`config.mk`:
```
export PLATFORM = sky130hd
export DESIGN_NAME = fifo_uart_tx
export DESIGN_NICKNAME = d
export VERILOG_FILES = /design/src/rtl/fifo_uart_tx.sv
export SDC_FILE = /design/constraint.sdc
export NUM_CORES = 1
export LEC_CHECK = 0
export CAP_MARGIN = 10
export CORE_MARGIN = 2
export CORE_UTILIZATION = 30
export CTS_BUF_LIST = sky130_fd_sc_hd__clkbuf_2 sky130_fd_sc_hd__clkbuf_4 sky130_fd_sc_hd__clkbuf_8
export DETAILED_ROUTE_END_ITERATION = 10
export GPL_TIMING_DRIVEN = 0
export MAX_ROUTING_LAYER = met4
export PLACE_DENSITY_LB_ADDON = 0.25
export SLEW_MARGIN = 20
export SYNTH_ARGS = -nofsm -noshare
export SYNTH_HDL_FRONTEND = slang
export SYNTH_SLANG_ARGS = --single-unit
```
`constraint.sdc`:
```
create_clock -name clk -period 1.7 [get_ports clk]
set_input_delay 0.425 -clock clk [delete_from_list [all_inputs] [get_ports clk]]
set_output_delay 0.425 -clock clk [all_outputs]
set_load 0.03 [all_outputs]
```
`src/rtl/fifo_uart_tx.sv`:
```
// rtl/fifo_uart_tx.sv - UART transmitter that drains bytes from a synchronous FIFO read port.
// Frame: start, 8 data bits LSB first, optional even parity, one stop bit.
module fifo_uart_tx #(
    parameter int CLKS_PER_BIT = 16,
    parameter int PARITY_EN    = 0
) (
    input  logic       clk,
    input  logic       rst,
    input  logic       enable,
    input  logic       fifo_empty,
    input  logic [7:0] fifo_data,
    output logic       fifo_rd,
    output logic       tx,
    output logic       busy,
    output logic       frame_done
);

    localparam logic [15:0] LP_BAUD_LAST = 16'(CLKS_PER_BIT - 1);

    typedef enum logic [2:0] {
        S_IDLE,
        S_FETCH,
        S_LOAD,
        S_START,
        S_DATA,
        S_PARITY,
        S_STOP
    } state_t;

    state_t      r_state;
    state_t      w_state_next;
    logic [15:0] r_baud;
    logic [15:0] w_baud_next;
    logic [2:0]  r_bit_idx;
    logic [2:0]  w_bit_idx_next;
    logic [7:0]  r_shift;
    logic [7:0]  w_shift_next;
    logic        r_parity;
    logic        w_parity_next;
    logic        r_tx;
    logic        w_tx_next;
    logic        w_bit_end;

    assign w_bit_end = (r_baud == LP_BAUD_LAST);
    assign tx        = r_tx;

    always_ff @(posedge clk or posedge rst) begin
        if (rst) begin
            r_state   <= S_IDLE;
            r_baud    <= '0;
            r_bit_idx <= '0;
            r_shift   <= '0;
            r_parity  <= 1'b0;
            r_tx      <= 1'b1;
        end else begin
            r_state   <= w_state_next;
            r_baud    <= w_baud_next;
            r_bit_idx <= w_bit_idx_next;
            r_shift   <= w_shift_next;
            r_parity  <= w_parity_next;
            r_tx      <= w_tx_next;
        end
    end

    // w_tx_next is the line level for the state being entered, so the
    // registered tx lines up with the state without an input-to-output path.
    always_comb begin
        w_state_next   = r_state;
        w_baud_next    = r_baud;
        w_bit_idx_next = r_bit_idx;
        w_shift_next   = r_shift;
        w_parity_next  = r_parity;
        w_tx_next      = 1'b1;
        fifo_rd        = 1'b0;
        busy           = (r_state != S_IDLE);
        frame_done     = 1'b0;
        case (r_state)
            S_IDLE: begin
                if (enable && !fifo_empty) begin
                    w_state_next = S_FETCH;
                end
            end
            S_FETCH: begin
                fifo_rd      = 1'b1;
                w_state_next = S_LOAD;
            end
            S_LOAD: begin
                w_shift_next   = fifo_data;
                w_parity_next  = ^fifo_data;
                w_bit_idx_next = 3'd0;
                w_tx_next      = 1'b0;
                w_state_next   = S_START;
            end
            S_START: begin
                w_tx_next   = 1'b0;
                w_baud_next = r_baud + 16'd1;
                if (w_bit_end) begin
                    w_baud_next  = '0;
                    w_tx_next    = r_shift[0];
                    w_state_next = S_DATA;
                end
            end
            S_DATA: begin
                w_tx_next   = r_shift[0];
                w_baud_next = r_baud + 16'd1;
                if (w_bit_end) begin
                    w_baud_next  = '0;
                    w_shift_next = {1'b0, r_shift[7:1]};
                    if (r_bit_idx == 3'd7) begin
                        w_bit_idx_next = 3'd0;
                        if (PARITY_EN != 0) begin
                            w_tx_next    = r_parity;
                            w_state_next = S_PARITY;
                        end else begin
                            w_tx_next    = 1'b1;
                            w_state_next = S_STOP;
                        end
                    end else begin
                        w_bit_idx_next = r_bit_idx + 3'd1;
                        w_tx_next      = r_shift[1];
                    end
                end
            end
            S_PARITY: begin
                w_tx_next   = r_parity;
                w_baud_next = r_baud + 16'd1;
                if (w_bit_end) begin
                    w_baud_next  = '0;
                    w_tx_next    = 1'b1;
                    w_state_next = S_STOP;
                end
            end
            S_STOP: begin
                w_baud_next = r_baud + 16'd1;
                if (w_bit_end) begin
                    frame_done   = 1'b1;
                    w_baud_next  = '0;
                    w_state_next = S_IDLE;
                end
            end
            default: begin
                w_state_next = S_IDLE;
            end
        endcase
    end

endmodule

```
Word level (Yosys, flattened, before mapping)
Cells that the tools add are included.
{"block": "word_totals", "regBits": 32, "latchBits": 0, "ramBits": 0, "rom_bits": 0, "wordCells": 52, "mem_count": 0}
{"block": "classes", "add_sub_neg": 2, "multipliers": 0, "div": 0, "magnitude_cmp": 0, "eq_ne": 14, "n_shift": 0, "n_mux": 21, "bitwise": 0, "n_reduce_logical": 9}
{"operator": "2-to-1 mux 3 bit", "n": 8}
{"operator": "case mux 3 bit (7 select lines)", "n": 1}
{"operator": "adder 16 x 1 -> 16 bit, second input constant", "n": 1}
{"operator": "equality test 16 x 4 -> 1 bit, second input constant", "n": 1}
{"operator": "2-to-1 mux 16 bit", "n": 1}
{"operator": "case mux 8 bit (2 select lines)", "n": 1}
{"operator": "equality test 3 bit, second input constant", "n": 4}
{"operator": "!= test 2 bit, second input constant", "n": 6}
{"operator": "2-to-1 mux 8 bit", "n": 1}
{"operator": "parity 8 bit", "n": 1}
{"operator": "2-to-1 mux 1 bit", "n": 7}
{"operator": "equality test 3 x 2 -> 1 bit, second input constant", "n": 2}
{"operator": "case mux 3 bit (2 select lines)", "n": 1}
{"operator": "AND reduction 6 bit", "n": 1}
{"operator": "case mux 1 bit (4 select lines)", "n": 1}
{"operator": "OR reduction 4 bit", "n": 1}
{"operator": "adder 3 x 1 -> 3 bit, second input constant", "n": 1}
{"operator": "equality test 3 x 1 -> 1 bit, second input constant", "n": 1}
{"operator": "zero test 3 bit", "n": 1}
{"operator": "nonzero test 3 bit", "n": 1}
{"operator": "AND reduction 2 bit", "n": 1}
{"operator": "nonzero test 2 bit", "n": 1}
{"operator": "logical AND 1 bit", "n": 1}
{"operator": "zero test 1 bit", "n": 1}

Longest topological paths before layout
Gate-level depths: netlist (run 1).
{"block": "depth", "ltp_word": 4, "mapped_depth": 6, "mapped_depth_nobuf": 5}

Worst setup path after synthesis (run 1)
OpenSTA, ideal clock, no wires.
{"block": "synth_timing", "path_kind": "reg2out", "from": "register r_baud[0]", "to": "output port frame_done", "arrival_ps": 2139, "t_required_ps": 1275, "setup_slack_ps": -864, "path_stages_with_launch": 6, "path_buffers": 1, "cell_sequence": "dfrtp_1 -> ha_1 -> nor4b_4 -> nand4_4 -> buf_6 -> nor4_1"}
{"block": "synth_between", "elab_chain_len": 3}
{"element": "start: declaration", "line_no": "32", "text": "logic [15:0] r_baud;"}
{"element": "start signal: assignment", "line_no": "57", "text": "r_baud <= w_baud_next;"}
{"element": "equality test 16 x 4 -> 1 bit", "line_no": "44", "text": "assign w_bit_end = (r_baud == LP_BAUD_LAST);"}
{"element": "2-to-1 mux 1 bit", "line_no": "135", "text": "if (w_bit_end) begin"}
{"element": "2-to-1 mux 1 bit", "line_no": "77", "text": "case (r_state)"}
{"element": "end: declaration", "line_no": "15", "text": "output logic frame_done"}
No other way between the ends.

Worst setup path after layout (run 1)
Ends and elaborated chain as after synthesis.

==> results of run 1 <==
[power by group]
| part | internal, mW | switching [mW] |
|---|---|---|
| Sequential | 0.761 | 0 |
| Clock | 0.386 | 0.296 |
| Combinational | 0.0424 | 0.0364 |
| Total | 1.19 | 0.332 |
[what timing repair did]
item | in CTS | in global routing
pin swaps | 2 | 4
endpoints found under the setup margin | 20 | 23
cloned | 1 | 1
buffers inserted | 13 | 7
gates resized for setup | 33 | 16
hold endpoints to repair | 0 | 0
[layer usage]
metal,wire length [microns],share of wire [%]
met1,2020,48
met2,1970,47
met3,168,4.0
met4,63,1.5
met5,0,0
[final timing paths]
check / end / slack [ns] / cells past startpoint
max in group asynchronous: r_baud[8] / 0.64 / 2
min: r_baud[11] / 0.49 / 1
min in group asynchronous: r_baud[12] / 0.57 / 2
max: frame_done / -0.41 / 6
max reg2reg: r_shift[1] / -0.25 / 8
min reg2reg: r_baud[11] / 0.49 / 1
[cell type report]
type                    instances  area share, %
plain buffers                   6           2.76
clock buffers                   8           4.02
inverters                      10           1.74
multi-input cells             138           43.8
flip-flops and latches         32           31.2
well taps                      77           3.73
repair buffers                 37           12.8
[synth_stat cells, types with 2 or more instances]
| cell | n |
|---|---|
| a21oi_1 | 5 |
| mux2i_1 | 3 |
| xnor2_1 | 8 |
| nand2b_1 | 2 |
| nand2_1 | 34 |
| nor3_1 | 5 |
| nand3_1 | 5 |
| nand4_1 | 3 |
| and4_1 | 2 |
| a211o_1 | 2 |
| inv_1 | 10 |
| dfrtp_1 | 31 |
| o22ai_1 | 2 |
| o21ai_0 | 8 |
| mux2_2 | 10 |
| a31oi_1 | 2 |
| buf_6 | 5 |
| nor2_1 | 4 |
| ha_1 | 5 |
| nor4b_2 | 2 |
| xor2_1 | 9 |
| nor4_1 | 4 |
[state kept, by name (all words and copies together), names as in the netlist]
signal,flops
r_baud,16
r_shift,8
r_bit_idx,3
r_state,3
r_parity,1
tx,1
[worst reg2reg max path: stages, from the launching register on]
cell	delay, ns
dfrtp_1	0.40
ha_4	0.15
nor4b_4	0.23
nand4_4	0.15
buf_4	0.17
buf_6	0.12
o21bai_4	0.15
buf_6	0.14
mux2_2	0.32
[logic make-up after synthesis]
| kind of cell | synth area share (%) |
|---|---|
| buffers and inverters | 5.08 |
| AO/OA/AOI/OAI | 11.3 |
| adder cells (fa/ha/maj) | 3.22 |
| multiplexers | 7.34 |
| flip-flops | 41.2 |
| XOR/XNOR | 7.66 |
| AND/OR/NAND/NOR | 24.1 |
[metrics by stage]
stage	setup TNS [ns]	total power, mW
2_1_floorplan	-1.17	0.817
4_1_cts	-2.32	1.55
5_1_grt	-4.42	1.59
6_report	-2.93	1.52
3_3_place_gp	-14.40	0.856
3_5_place_dp	-4.37	0.856
==> flow_metrics.tcl, run 1 <==
set metrics [dict create \
    cap_violations 0 \
    vias_per_cell 4.88 \
    synth_nets 203 \
    setup_viol 16 \
    violations "setup timing" \
    crit_slowest_cell "dfrtp_1" \
    p_leak_nw 1.16 \
    yosysTopAreaCell "dfrtp_1" \
    drive_gt1_share_pct 35.9 \
    grt_overflow 0 \
    critPathMaxStageDelay_ns 0.40 \
    path_clk_slew_ns 0.06 \
    antenna_found_initial 0 \
    grt_pass1_vias 1455 \
    peakVddDrop_mv 0.305 \
    timing.critical_path.max_delay_family "simple AND/OR/NAND/NOR gates" \
    area_delta_synth_final_pct 33.0 \
    cts_tree "done" \
    drt_pass1_iterations 4 \
    start_util_pct 30.8 \
    clockBufferDepth 2 \
    holdWs_ns 0.491 \
    startpoint "r_baud[0]" \
    outcome "complete, but fails checks" \
    ys_types 47 \
    diodes 0 \
    slew_violations 0 \
    synthFlopType "dfrtp_1" \
    ctsHtreeMaxLevel 2 \
    core_area_sq_um 6310 \
    cp-end-kind "output port" \
    ys_async_sr_fraction_pct 100 \
    place_hpwl_microns 2620 \
    portBuffers 15 \
    cts_made_buffers 5 \
    worst_pin_slew_ns 0.711 \
    die_area_sq_um 7140 \
    cp.buffers_inverters 2 \
    wl_per_cell_microns 13.7 \
    clk_latency_ns 0.29 \
    finalHoldViolations 0 \
    stdcell_count 308 \
    die_w_microns 84.5 \
    multi_input_area_sq_um 1130 \
    clock-sinks 32 \
    final_cell_mix "nand2_1, dfrtp_1, buf_4" \
    die_h_microns 84.5 \
    drc 0 \
    drt_iter0_markers 65 \
    placed_cells 278 \
    relSlewSlack_pct 52.5 \
    grt_util_all_layers_pct 12.7 \
    holdBufCountCts 0 \
    finClkSkew_ns 0.00760 \
    grtUsageMet3_pct 4.52 \
    synth_top_cell_area_share_pct 39.9 \
    ys_seq_elements 32 \
    layout_commonest_cell "nand2_1" \
    netlist_area_sq_um 1940 \
    cp-start-kind "register" \
    synth.area.top_cells "dfrtp_1, nand2_1, mux2_2" \
    place_ws_ns -0.895 \
    rsz0062_at_grt "true" \
    globalRouteMet1Util_pct 15.8 \
    synth_cells 186 \
    worstHoldStart "r_baud[11]" \
    hold_class "reg2reg" \
    regArea_sq_um 806 \
    critPathKind "reg2out" \
    ys_warn_count 0 \
    grt_pass1_wl_microns 6880 \
    num_rows 29 \
    worstPathRequired_ns 1.27 \
    dpl_cell_area_sq_um 2210 \
    synth_seq_area_share_pct 41.2 \
    postLayoutCellArea_sq_um 2590 \
    root_buffer "clkbuf_8" \
    power_density_nw_per_um2 588 \
    grt_use_met2_pct 19.2 \
    fin_crit_ns 2.11 \
    drt-total-wl_microns 4220 \
    pin_count 16 \
    cp_max_fo 2 \
    setup_ws_ns -0.408 \
    worstPathArrival_ns 1.68 \
    antenna_left 0 \
    layout.nets 247 \
    fillers 653 \
    synth_edf_count 0 \
    grt_max_degree 33 \
    fmax_mhz 474 \
    synth.avg_cell_area_sq_um 10.5 \
    crit_chain "ha_4, nor4b_4, nand4_4, buf_8, nor4_4, buf_6" \
    vias 1504 \
    place_congestion 0.811 \
    r2r-start "r_baud[0]" \
    final_util_pct 41.0 \
    period_share_pct 124 \
    top_usage_layer "met2" \
]
(Power assumes the default switching activity.)
==> run 2: changes to the inputs <==
--- a/config.mk
+++ b/config.mk
@@ -10,6 +10,7 @@
 export CORE_UTILIZATION = 30
 export CTS_BUF_LIST = sky130_fd_sc_hd__clkbuf_2 sky130_fd_sc_hd__clkbuf_4 sky130_fd_sc_hd__clkbuf_8
 export DETAILED_ROUTE_END_ITERATION = 10
+export GPL_ROUTABILITY_DRIVEN = 0
 export GPL_TIMING_DRIVEN = 0
 export MAX_ROUTING_LAYER = met4
 export PLACE_DENSITY_LB_ADDON = 0.25
==> results of run 2 <==
No change in the layout: final DEF, timing and power equal those of run 1.
==> run 3: changes to the inputs <==
--- a/config.mk
+++ b/config.mk
@@ -10,6 +10,7 @@
 export CORE_UTILIZATION = 30
 export CTS_BUF_LIST = sky130_fd_sc_hd__clkbuf_2 sky130_fd_sc_hd__clkbuf_4 sky130_fd_sc_hd__clkbuf_8
 export DETAILED_ROUTE_END_ITERATION = 10
+export DONT_BUFFER_PORTS = 1
 export GPL_ROUTABILITY_DRIVEN = 0
 export GPL_TIMING_DRIVEN = 0
 export MAX_ROUTING_LAYER = met4
==> constraint.sdc (replaced) <==
create_clock -name clk -period 1.91 [get_ports clk]
set_input_delay 0.4775 -clock clk [delete_from_list [all_inputs] [get_ports clk]]
set_output_delay 0.4775 -clock clk [all_outputs]
set_load 0.03 [all_outputs]
==> flow_metrics.tcl, run 3 (same netlist as run 1, synthesis figures left out) <==
set metrics [dict create \
    pin_count 16 \
    core_area_sq_um 6310 \
    worst_pin_slew_ns 0.680 \
    regArea_sq_um 803 \
    rrSetupSlack_ns -0.03 \
    clockBufferDepth 2 \
    setup_ws_ns -0.296 \
    grt_util_all_layers_pct 12.3 \
    worstPathArrival_ns 1.73 \
    rsz0062_at_grt "true" \
    drt_iter0_markers 57 \
    cp_max_fo 2 \
    crit_chain "ha_4, nor4b_4, nand4_4, buf_8, nor4_4" \
    vias_per_cell 4.88 \
    antenna_left 0 \
    root_buffer "clkbuf_8" \
    crit-reg2reg-capture "r_shift[6]" \
    start_util_pct 30.8 \
    largest_reg_flops 16 \
    finClkSkew_ns 0.00568 \
    layout.nets 222 \
    drc 0 \
    grt_overflow 0 \
    stdcell_count 283 \
    die_w_microns 84.5 \
    multi_input_area_sq_um 1100 \
    area_delta_synth_final_pct 19.0 \
    portBuffers 0 \
    setup_viol 9 \
    antenna_found_initial 0 \
    fmax_mhz 453 \
    num_rows 29 \
    cts_made_buffers 5 \
    r2r_cells 8 \
    holdBufCountCts 0 \
    grt_max_degree 33 \
    layout_commonest_cell "nand2_1" \
    cp-end-kind "output port" \
    place_ws_ns -0.336 \
    regMostFlops "r_baud" \
    ctsHtreeMaxLevel 2 \
    final_util_pct 36.6 \
    slew_violations 0 \
    die_h_microns 84.5 \
    drt_pass1_iterations 4 \
    top_regs "r_baud x16, r_shift x8" \
    crit_slowest_cell "dfrtp_1" \
    vias 1380 \
    clk_latency_ns 0.28 \
    critPathKind "reg2out" \
    relSlewSlack_pct 54.6 \
    path_clk_slew_ns 0.07 \
    p_leak_nw 1.04 \
    cp.buffers_inverters 1 \
    violations "setup timing" \
    finalPower_mw 1.31 \
    cap_violations 0 \
    cp-start-kind "register" \
    die_area_sq_um 7140 \
    timing.critical_path.max_delay_family "simple AND/OR/NAND/NOR gates" \
    diodes 0 \
    r2r-start "r_baud[0]" \
    finalHoldViolations 0 \
    placed_cells 263 \
    peakVddDrop_mv 0.328 \
    critPathMaxStageDelay_ns 0.39 \
    holdWs_ns 0.176 \
    place_hpwl_microns 2600 \
    grt_pass1_vias 1407 \
    outcome "complete, but fails checks" \
    clock-sinks 32 \
    fillers 657 \
    drt-total-wl_microns 3770 \
    worstPathRequired_ns 1.43 \
    cts_tree "done" \
    grt_pass1_wl_microns 6930 \
    wl_per_cell_microns 13.3 \
    hold_class "in2async" \
    fin_crit_ns 2.21 \
    period_share_pct 115 \
    drive_gt1_share_pct 30.1 \
    power_density_nw_per_um2 566 \
    final_cell_mix "nand2_1, dfrtp_1, buf_4" \
]
[run 3: what timing repair did]
item                                    4_1_cts  5_1_grt
cloned                                        1        0
pin swaps                                     3        5
buffers inserted                              6        5
endpoints found under the setup margin       11       11
gates resized for setup                       8        8
[run 3: power by group]
part | leakage [nW] | internal (mW) | switching (mW)
Sequential | 0.417 | 0.678 | 0
Clock | 0.0549 | 0.343 | 0.246
Combinational | 0.565 | 0.0181 | 0.0247
[run 3: final cells by class]
type                    count  area share, %
multi-input cells         138           47.7
flip-flops and latches     32           34.7
clock buffers               8           4.49
repair buffers             12           4.22
well taps                  77           4.16
plain buffers               6           2.92
inverters                  10           1.78
[run 3: worst max path at each step]
stage,startpoint,end,slack [ns],depth (start not counted)
4_1_cts,r_baud[0],frame_done,-0.45,5
2_1_floorplan,r_baud[0],frame_done,-0.16,5
5_1_grt,r_baud[0],frame_done,-0.42,5
3_5_place_dp,r_baud[0],frame_done,-0.34,5
3_3_place_gp,r_baud[0],frame_done,-0.35,5
6_report,r_baud[0],frame_done,-0.30,5
[run 3: worst register-to-register path: stages, from the launching register on]
cell and delay (ns):
dfrtp_1 0.39, ha_4 0.15, nor4b_4 0.23, nand4_4 0.15
buf_4 0.17, buf_6 0.12, o21bai_4 0.15, buf_6 0.15
mux2_2 0.33
[run 3: metal layers]
metal	share of wire [%]	GRT usage, %
met5	0	-
met4	1.2	3.03
met3	3.0	3.24
met2	47	19.0
met1	48	16.2
[run 3: metrics by stage]
step	area, sq um	setup TNS [ns]
after floorplan	1960	-0.159
after global placement	2060	-1.60
after detailed placement	2060	-1.46
after CTS	2250	-0.453
after global routing	2310	-1.47
final	2310	-0.470
